[config.mk]
export PLATFORM = sky130hd
export DESIGN_NAME = seq_pattern_tx
export DESIGN_NICKNAME = d
export VERILOG_FILES = /design/src/rtl/seq_pattern_tx.sv
export SDC_FILE = /design/constraint.sdc
export NUM_CORES = 1
export LEC_CHECK = 0
export ABC_CLOCK_PERIOD_IN_PS = 1600
export CELL_PAD_IN_SITES_DETAIL_PLACEMENT = 1
export CELL_PAD_IN_SITES_GLOBAL_PLACEMENT = 1
export CORE_ASPECT_RATIO = 2
export CORE_UTILIZATION = 36
export CTS_CLUSTER_SIZE = 30
export DETAILED_ROUTE_END_ITERATION = 8
export GPL_ROUTABILITY_DRIVEN = 0
export PLACE_DENSITY_LB_ADDON = 0.1
export SYNTH_ARGS = -nofsm -noshare
export SYNTH_HDL_FRONTEND = slang
export SYNTH_SLANG_ARGS = --single-unit
[constraint.sdc]
create_clock -name clk -period 1.6 [get_ports clk]
set_input_delay 0.24 -clock clk [delete_from_list [all_inputs] [get_ports clk]]
set_output_delay 0.24 -clock clk [all_outputs]
set_load 0.01 [all_outputs]
[src/rtl/seq_pattern_tx.sv]
// seq_pattern_tx: serialises a latched pattern MSB first, repeats it
// repeat_n+1 times with an optional idle gap between repetitions, and
// pulses done on the final transmitted bit. All outputs are registered.
module seq_pattern_tx #(
  parameter int WIDTH = 6,
  parameter int CNT_W = 4
) (
  input  logic             clk,
  input  logic             rst,
  input  logic             start,
  input  logic             abort,
  input  logic [WIDTH-1:0] pattern,
  input  logic [CNT_W-1:0] repeat_n,
  input  logic [CNT_W-1:0] gap,
  output logic             ready,
  output logic             bit_out,
  output logic             bit_valid,
  output logic             done
);

  localparam int IDX_W = (WIDTH > 1) ? $clog2(WIDTH) : 1;
  localparam logic [IDX_W-1:0] MSB_IDX  = IDX_W'(WIDTH - 1);
  localparam logic [IDX_W-1:0] IDX_ZERO = {IDX_W{1'b0}};
  localparam logic [CNT_W-1:0] CNT_ZERO = {CNT_W{1'b0}};
  localparam logic [CNT_W-1:0] CNT_ONE  = CNT_W'(1);

  typedef enum logic [1:0] {
    IDLE  = 2'd0,
    SHIFT = 2'd1,
    GAP   = 2'd2
  } state_t;

  state_t           state_q, state_d;
  logic [WIDTH-1:0] pat_q, pat_d;
  logic [CNT_W-1:0] rep_q, rep_d;     // repetitions still to start after the current one
  logic [CNT_W-1:0] gap_q, gap_d;     // latched gap length
  logic [CNT_W-1:0] gcnt_q, gcnt_d;   // idle cycles left in GAP
  logic [IDX_W-1:0] idx_q, idx_d;     // index of the bit currently on bit_out
  logic             ready_q, ready_d;
  logic             bit_q, bit_d;
  logic             valid_q, valid_d;
  logic             done_q, done_d;

  logic [IDX_W-1:0] idx_dec_s;
  logic [CNT_W-1:0] rep_dec_s;
  logic [CNT_W-1:0] gcnt_dec_s;

  assign ready     = ready_q;
  assign bit_out   = bit_q;
  assign bit_valid = valid_q;
  assign done      = done_q;

  // Decrement helpers shared by the next-state logic.
  always_comb begin
    idx_dec_s  = idx_q - 1'b1;
    rep_dec_s  = rep_q - 1'b1;
    gcnt_dec_s = gcnt_q - 1'b1;
  end

  // Next-state and next-output logic; outputs default to the idle values.
  always_comb begin
    state_d = state_q;
    pat_d   = pat_q;
    rep_d   = rep_q;
    gap_d   = gap_q;
    gcnt_d  = gcnt_q;
    idx_d   = idx_q;
    ready_d = 1'b1;
    bit_d   = 1'b0;
    valid_d = 1'b0;
    done_d  = 1'b0;

    case (state_q)
      IDLE: begin
        if (start) begin
          // Accept: latch the request and present the MSB next cycle.
          pat_d   = pattern;
          rep_d   = repeat_n;
          gap_d   = gap;
          gcnt_d  = CNT_ZERO;
          idx_d   = MSB_IDX;
          state_d = SHIFT;
          ready_d = 1'b0;
          bit_d   = pattern[WIDTH-1];
          valid_d = 1'b1;
          done_d  = (MSB_IDX == IDX_ZERO) && (repeat_n == CNT_ZERO);
        end else begin
          state_d = IDLE;
        end
      end

      SHIFT: begin
        if (abort) begin
          state_d = IDLE;
        end else if (idx_q != IDX_ZERO) begin
          // Walk toward the LSB within the current repetition.
          idx_d   = idx_dec_s;
          ready_d = 1'b0;
          bit_d   = pat_q[idx_dec_s];
          valid_d = 1'b1;
          done_d  = (idx_dec_s == IDX_ZERO) && (rep_q == CNT_ZERO);
        end else if (rep_q == CNT_ZERO) begin
          // Final LSB is on the outputs now; go idle.
          state_d = IDLE;
        end else begin
          rep_d   = rep_dec_s;
          ready_d = 1'b0;
          if (gap_q == CNT_ZERO) begin
            // Back-to-back repetition: reload the index and send the MSB.
            idx_d   = MSB_IDX;
            bit_d   = pat_q[WIDTH-1];
            valid_d = 1'b1;
            done_d  = (MSB_IDX == IDX_ZERO) && (rep_q == CNT_ONE);
          end else begin
            state_d = GAP;
            gcnt_d  = gap_q;
          end
        end
      end

      GAP: begin
        if (abort) begin
          state_d = IDLE;
        end else if (gcnt_q == CNT_ONE) begin
          // Last idle cycle: next cycle restarts the pattern at the MSB.
          state_d = SHIFT;
          gcnt_d  = CNT_ZERO;
          idx_d   = MSB_IDX;
          ready_d = 1'b0;
          bit_d   = pat_q[WIDTH-1];
          valid_d = 1'b1;
          done_d  = (MSB_IDX == IDX_ZERO) && (rep_q == CNT_ZERO);
        end else begin
          gcnt_d  = gcnt_dec_s;
          ready_d = 1'b0;
        end
      end

      default: begin
        state_d = IDLE;
      end
    endcase
  end

  // State, datapath and output registers with synchronous reset.
  always_ff @(posedge clk) begin
    if (rst) begin
      state_q <= IDLE;
      pat_q   <= {WIDTH{1'b0}};
      rep_q   <= CNT_ZERO;
      gap_q   <= CNT_ZERO;
      gcnt_q  <= CNT_ZERO;
      idx_q   <= IDX_ZERO;
      ready_q <= 1'b1;
      bit_q   <= 1'b0;
      valid_q <= 1'b0;
      done_q  <= 1'b0;
    end else begin
      state_q <= state_d;
      pat_q   <= pat_d;
      rep_q   <= rep_d;
      gap_q   <= gap_d;
      gcnt_q  <= gcnt_d;
      idx_q   <= idx_d;
      ready_q <= ready_d;
      bit_q   <= bit_d;
      valid_q <= valid_d;
      done_q  <= done_d;
    end
  end

endmodule

==> flow_metrics.env, run 1 <==
export IMPL_run_status="finished, violations left"
export IMPL_violations="negative setup slack"
export IMPL_io_buffer_count=21
export IMPL_path_max_fanout=6
export IMPL_ys_seq_area_frac=0.335
export IMPL_multi_input_area_mm2=0.00124
export IMPL_fill_cells=507
export IMPL_syn_inst=200
export IMPL_synth_distinct_cells=53
export IMPL_rsz0062_at_grt="true"
export IMPL_max_freq_mhz=576
export IMPL_grt_pass1_vias=1982
export IMPL_arrival_ns=1.96
export IMPL_pwr_share_clk=0.203
export IMPL_clk_pin_slew_ns=0.11
export IMPL_ant_nets=0
export IMPL_clock_latency_ns=0.29
export IMPL_yosys_area_share_adder=0.0776
export IMPL_wirelength_um=5910
export IMPL_area_growth_pct=60.0
export IMPL_whs_ns=0.463
export IMPL_drc=0
export IMPL_core_mm2=0.00434
export IMPL_grt_pass1_wl_um=9010
export IMPL_synth_nets=228
export IMPL_muxShareOfSynthArea=0.0194
export IMPL_finalMaxSlewViolations=0
export IMPL_worst_hold_path_type="register to register"
export IMPL_synth_avg_cell_area_um2=8.06
export IMPL_ys_ff_latch=27
export IMPL_die_w_um=49.3
export IMPL_internal_power_mw=1.38
export IMPL_synth_compound_area_share=0.227
export IMPL_wl_per_cell_um=18.4
export IMPL_clock_sinks=27
export IMPL_startpoint_type="register"
export IMPL_final_cell_mix="48 x buf_4, 22 x nand2_1, 21 x clkdlybuf4s50_1"
export IMPL_fin_crit_sh=1.09
export IMPL_async_flop_share=0
export IMPL_dieHeight_um=96.7
export IMPL_register_area_um2=554
export IMPL_endpoint_kind="register"
export IMPL_power_density_mw_per_mm2=822
export IMPL_period_needed_ns=1.74
export IMPL_drt_pass1_iter_count=4
export IMPL_yosys_area_share_simple=0.274
export IMPL_overflow=0
export IMPL_clock_root_buffer="clkbuf_8"
export IMPL_ys_warn_count=0
export IMPL_cts_hold_buf=0
export IMPL_worstMarginPinSlew_ns=0.379
export IMPL_synth_xor_area_share=0.0109
export IMPL_path_class="register to register"
export IMPL_r2r_start="state_q[0]"
export IMPL_p_sw_frac=0.349
export IMPL_dieArea_mm2=0.00477
export IMPL_startpoint="state_q[0]"
export IMPL_vias_per_cell=5.54
export IMPL_combPwrFrac=0.433
export IMPL_fin_skew_ns=0.00839
export IMPL_synth_edf_count=0
export IMPL_syn_area_mm2=0.00161
export IMPL_setup_slack_ns=-0.137
export IMPL_dpl_cell_area_mm2=0.00216
export IMPL_synth_top_family_by_area="simple AND/OR/NAND/NOR gates"
export IMPL_vias=1779
export IMPL_finalSetupViolCount=10
export IMPL_mostFrequentLayoutCell="buf_4"
export IMPL_grt_antenna_before_repair=0
export IMPL_peakVddDrop_mv=0.934
export IMPL_ys_flop_type="dfxtp_1"
export IMPL_initial_core_util=0.372
export IMPL_relSlewSlack=0.747
export IMPL_fin_area_mm2=0.00258
export IMPL_max_cap_violations=0
export IMPL_diodes=0
export IMPL_nNetsFinal=296
export IMPL_grt_max_degree=28
export IMPL_cts_tree="yes"
export IMPL_min_from="pat_q[1]"
export IMPL_p_switching_mw=0.740
export IMPL_pwr_share_seq=0.364
export IMPL_cts_buffers=3
export IMPL_num_rows=34
export IMPL_ios=22
export IMPL_drt_first_iter_violations=40
export IMPL_leakage_nw=0.983
export IMPL_dp_hpwl_um=4200
export IMPL_track_usage=0.247
export IMPL_cts_buffer_depth=2
export IMPL_drive_above_1_share=0.442
export IMPL_crit_required_ns=1.83
export IMPL_h_tree_depth=1
export IMPL_hold_viol=0
[worst paths after layout]
path | to | slack [ns] | depth (start not counted)
min | pat_q[1] | 0.46 | 2
max reg2reg | rep_q[0] | -0.14 | 7
min reg2reg | pat_q[1] | 0.46 | 2
max | rep_q[0] | -0.14 | 7
[cell type report]
cell class,count,share of cell area
Timing Repair Buffer,72,0.238
Inverter,12,0.0199
Sequential cell,27,0.215
Multi-Input combinational cell,152,0.483
Clock buffer,3,0.0160
Clock inverter,1,0.00291
Tap cell,54,0.0262
[cells by family after synthesis]
kind of cell,Yosys count
flip-flops,27
XOR/XNOR,2
AND/OR/NAND/NOR,80
buffers and inverters,21
adder cells (fa/ha/maj),10
AO/OA/AOI/OAI,57
multiplexers,3
[critical path: stages (launching register included)]
cell and delay, ns:
dfxtp_4 0.38, inv_2 0.11, ha_4 0.18, nor2b_1 0.16, o211ai_1 0.15, buf_4 0.19
or3_4 0.38, a21oi_2 0.12
[per-stage QoR]
stage               setup slack, ns  total power, mW  std cells   TNS, ns   util
floorplan                  -0.00832             1.13        200  -0.00832      -
global placement             -0.260             1.42        306     -2.06  0.499
detailed placement           -0.337             1.46        306     -3.01  0.499
CTS                         -0.0784             1.99        314    -0.281  0.546
global route                 -0.196             2.23        321     -1.25  0.595
finish                       -0.137             2.12        321    -0.532  0.595
[routing by layer]
layer / track usage / vias up / share of wire
met5: 0 / - / 0
met4: 0.136 / 0 / 0.051
met3: 0.0220 / 23 / 0.014
met2: 0.510 / 37 / 0.59
met1: 0.210 / 864 / 0.35
li1: - / 855 / -
[timing repair]
action	CTS	global route
endpoints found under the setup margin	15	15
gates resized for setup	35	37
pin swaps	11	17
cloned	0	0
buffers inserted	4	7
[sequential cells by signal (all words and copies together), names as in the netlist]
signal / count
pat_q: 6
gap_q: 4
gcnt_q: 4
rep_q: 4
idx_q: 3
state_q: 2
bit_out: 1
bit_valid: 1
done: 1
ready: 1
[power groups by stage]
stage	Combinational (mW)	Sequential, mW	Clock (mW)
final	0.919	0.772	0.431
after global routing	0.990	0.778	0.461
after CTS	0.785	0.767	0.437
after detailed placement	0.682	0.779	0
after global placement	0.647	0.775	0
after floorplan	0.354	0.777	0
[Yosys cell counts, types with 3 or more instances]
cell type  number  share of area
a211oi_1        3          0.014
a21oi_1        22          0.068
and2_1          3          0.012
buf_2           3         0.0093
clkbuf_1        3         0.0070
dfxtp_1        27           0.34
ha_1           10          0.078
inv_1          11          0.026
nand2_1        22          0.051
nand2b_1        5          0.019
nand3_1         4          0.012
nand4_1         5          0.019
nor2_1         12          0.028
nor2b_1         5          0.019
nor3_1          5          0.016
nor4_1          3          0.012
o2111ai_1       3          0.016
o21ai_0        12          0.037
No activity file was read; power rests on OpenSTA's default activity.
==> run 2, diff against run 1 <==
Settings changed: CAP_MARGIN set to 20.
==> results of run 2 <==
Same layout as run 1: the final DEF is identical, and so are final timing and power.
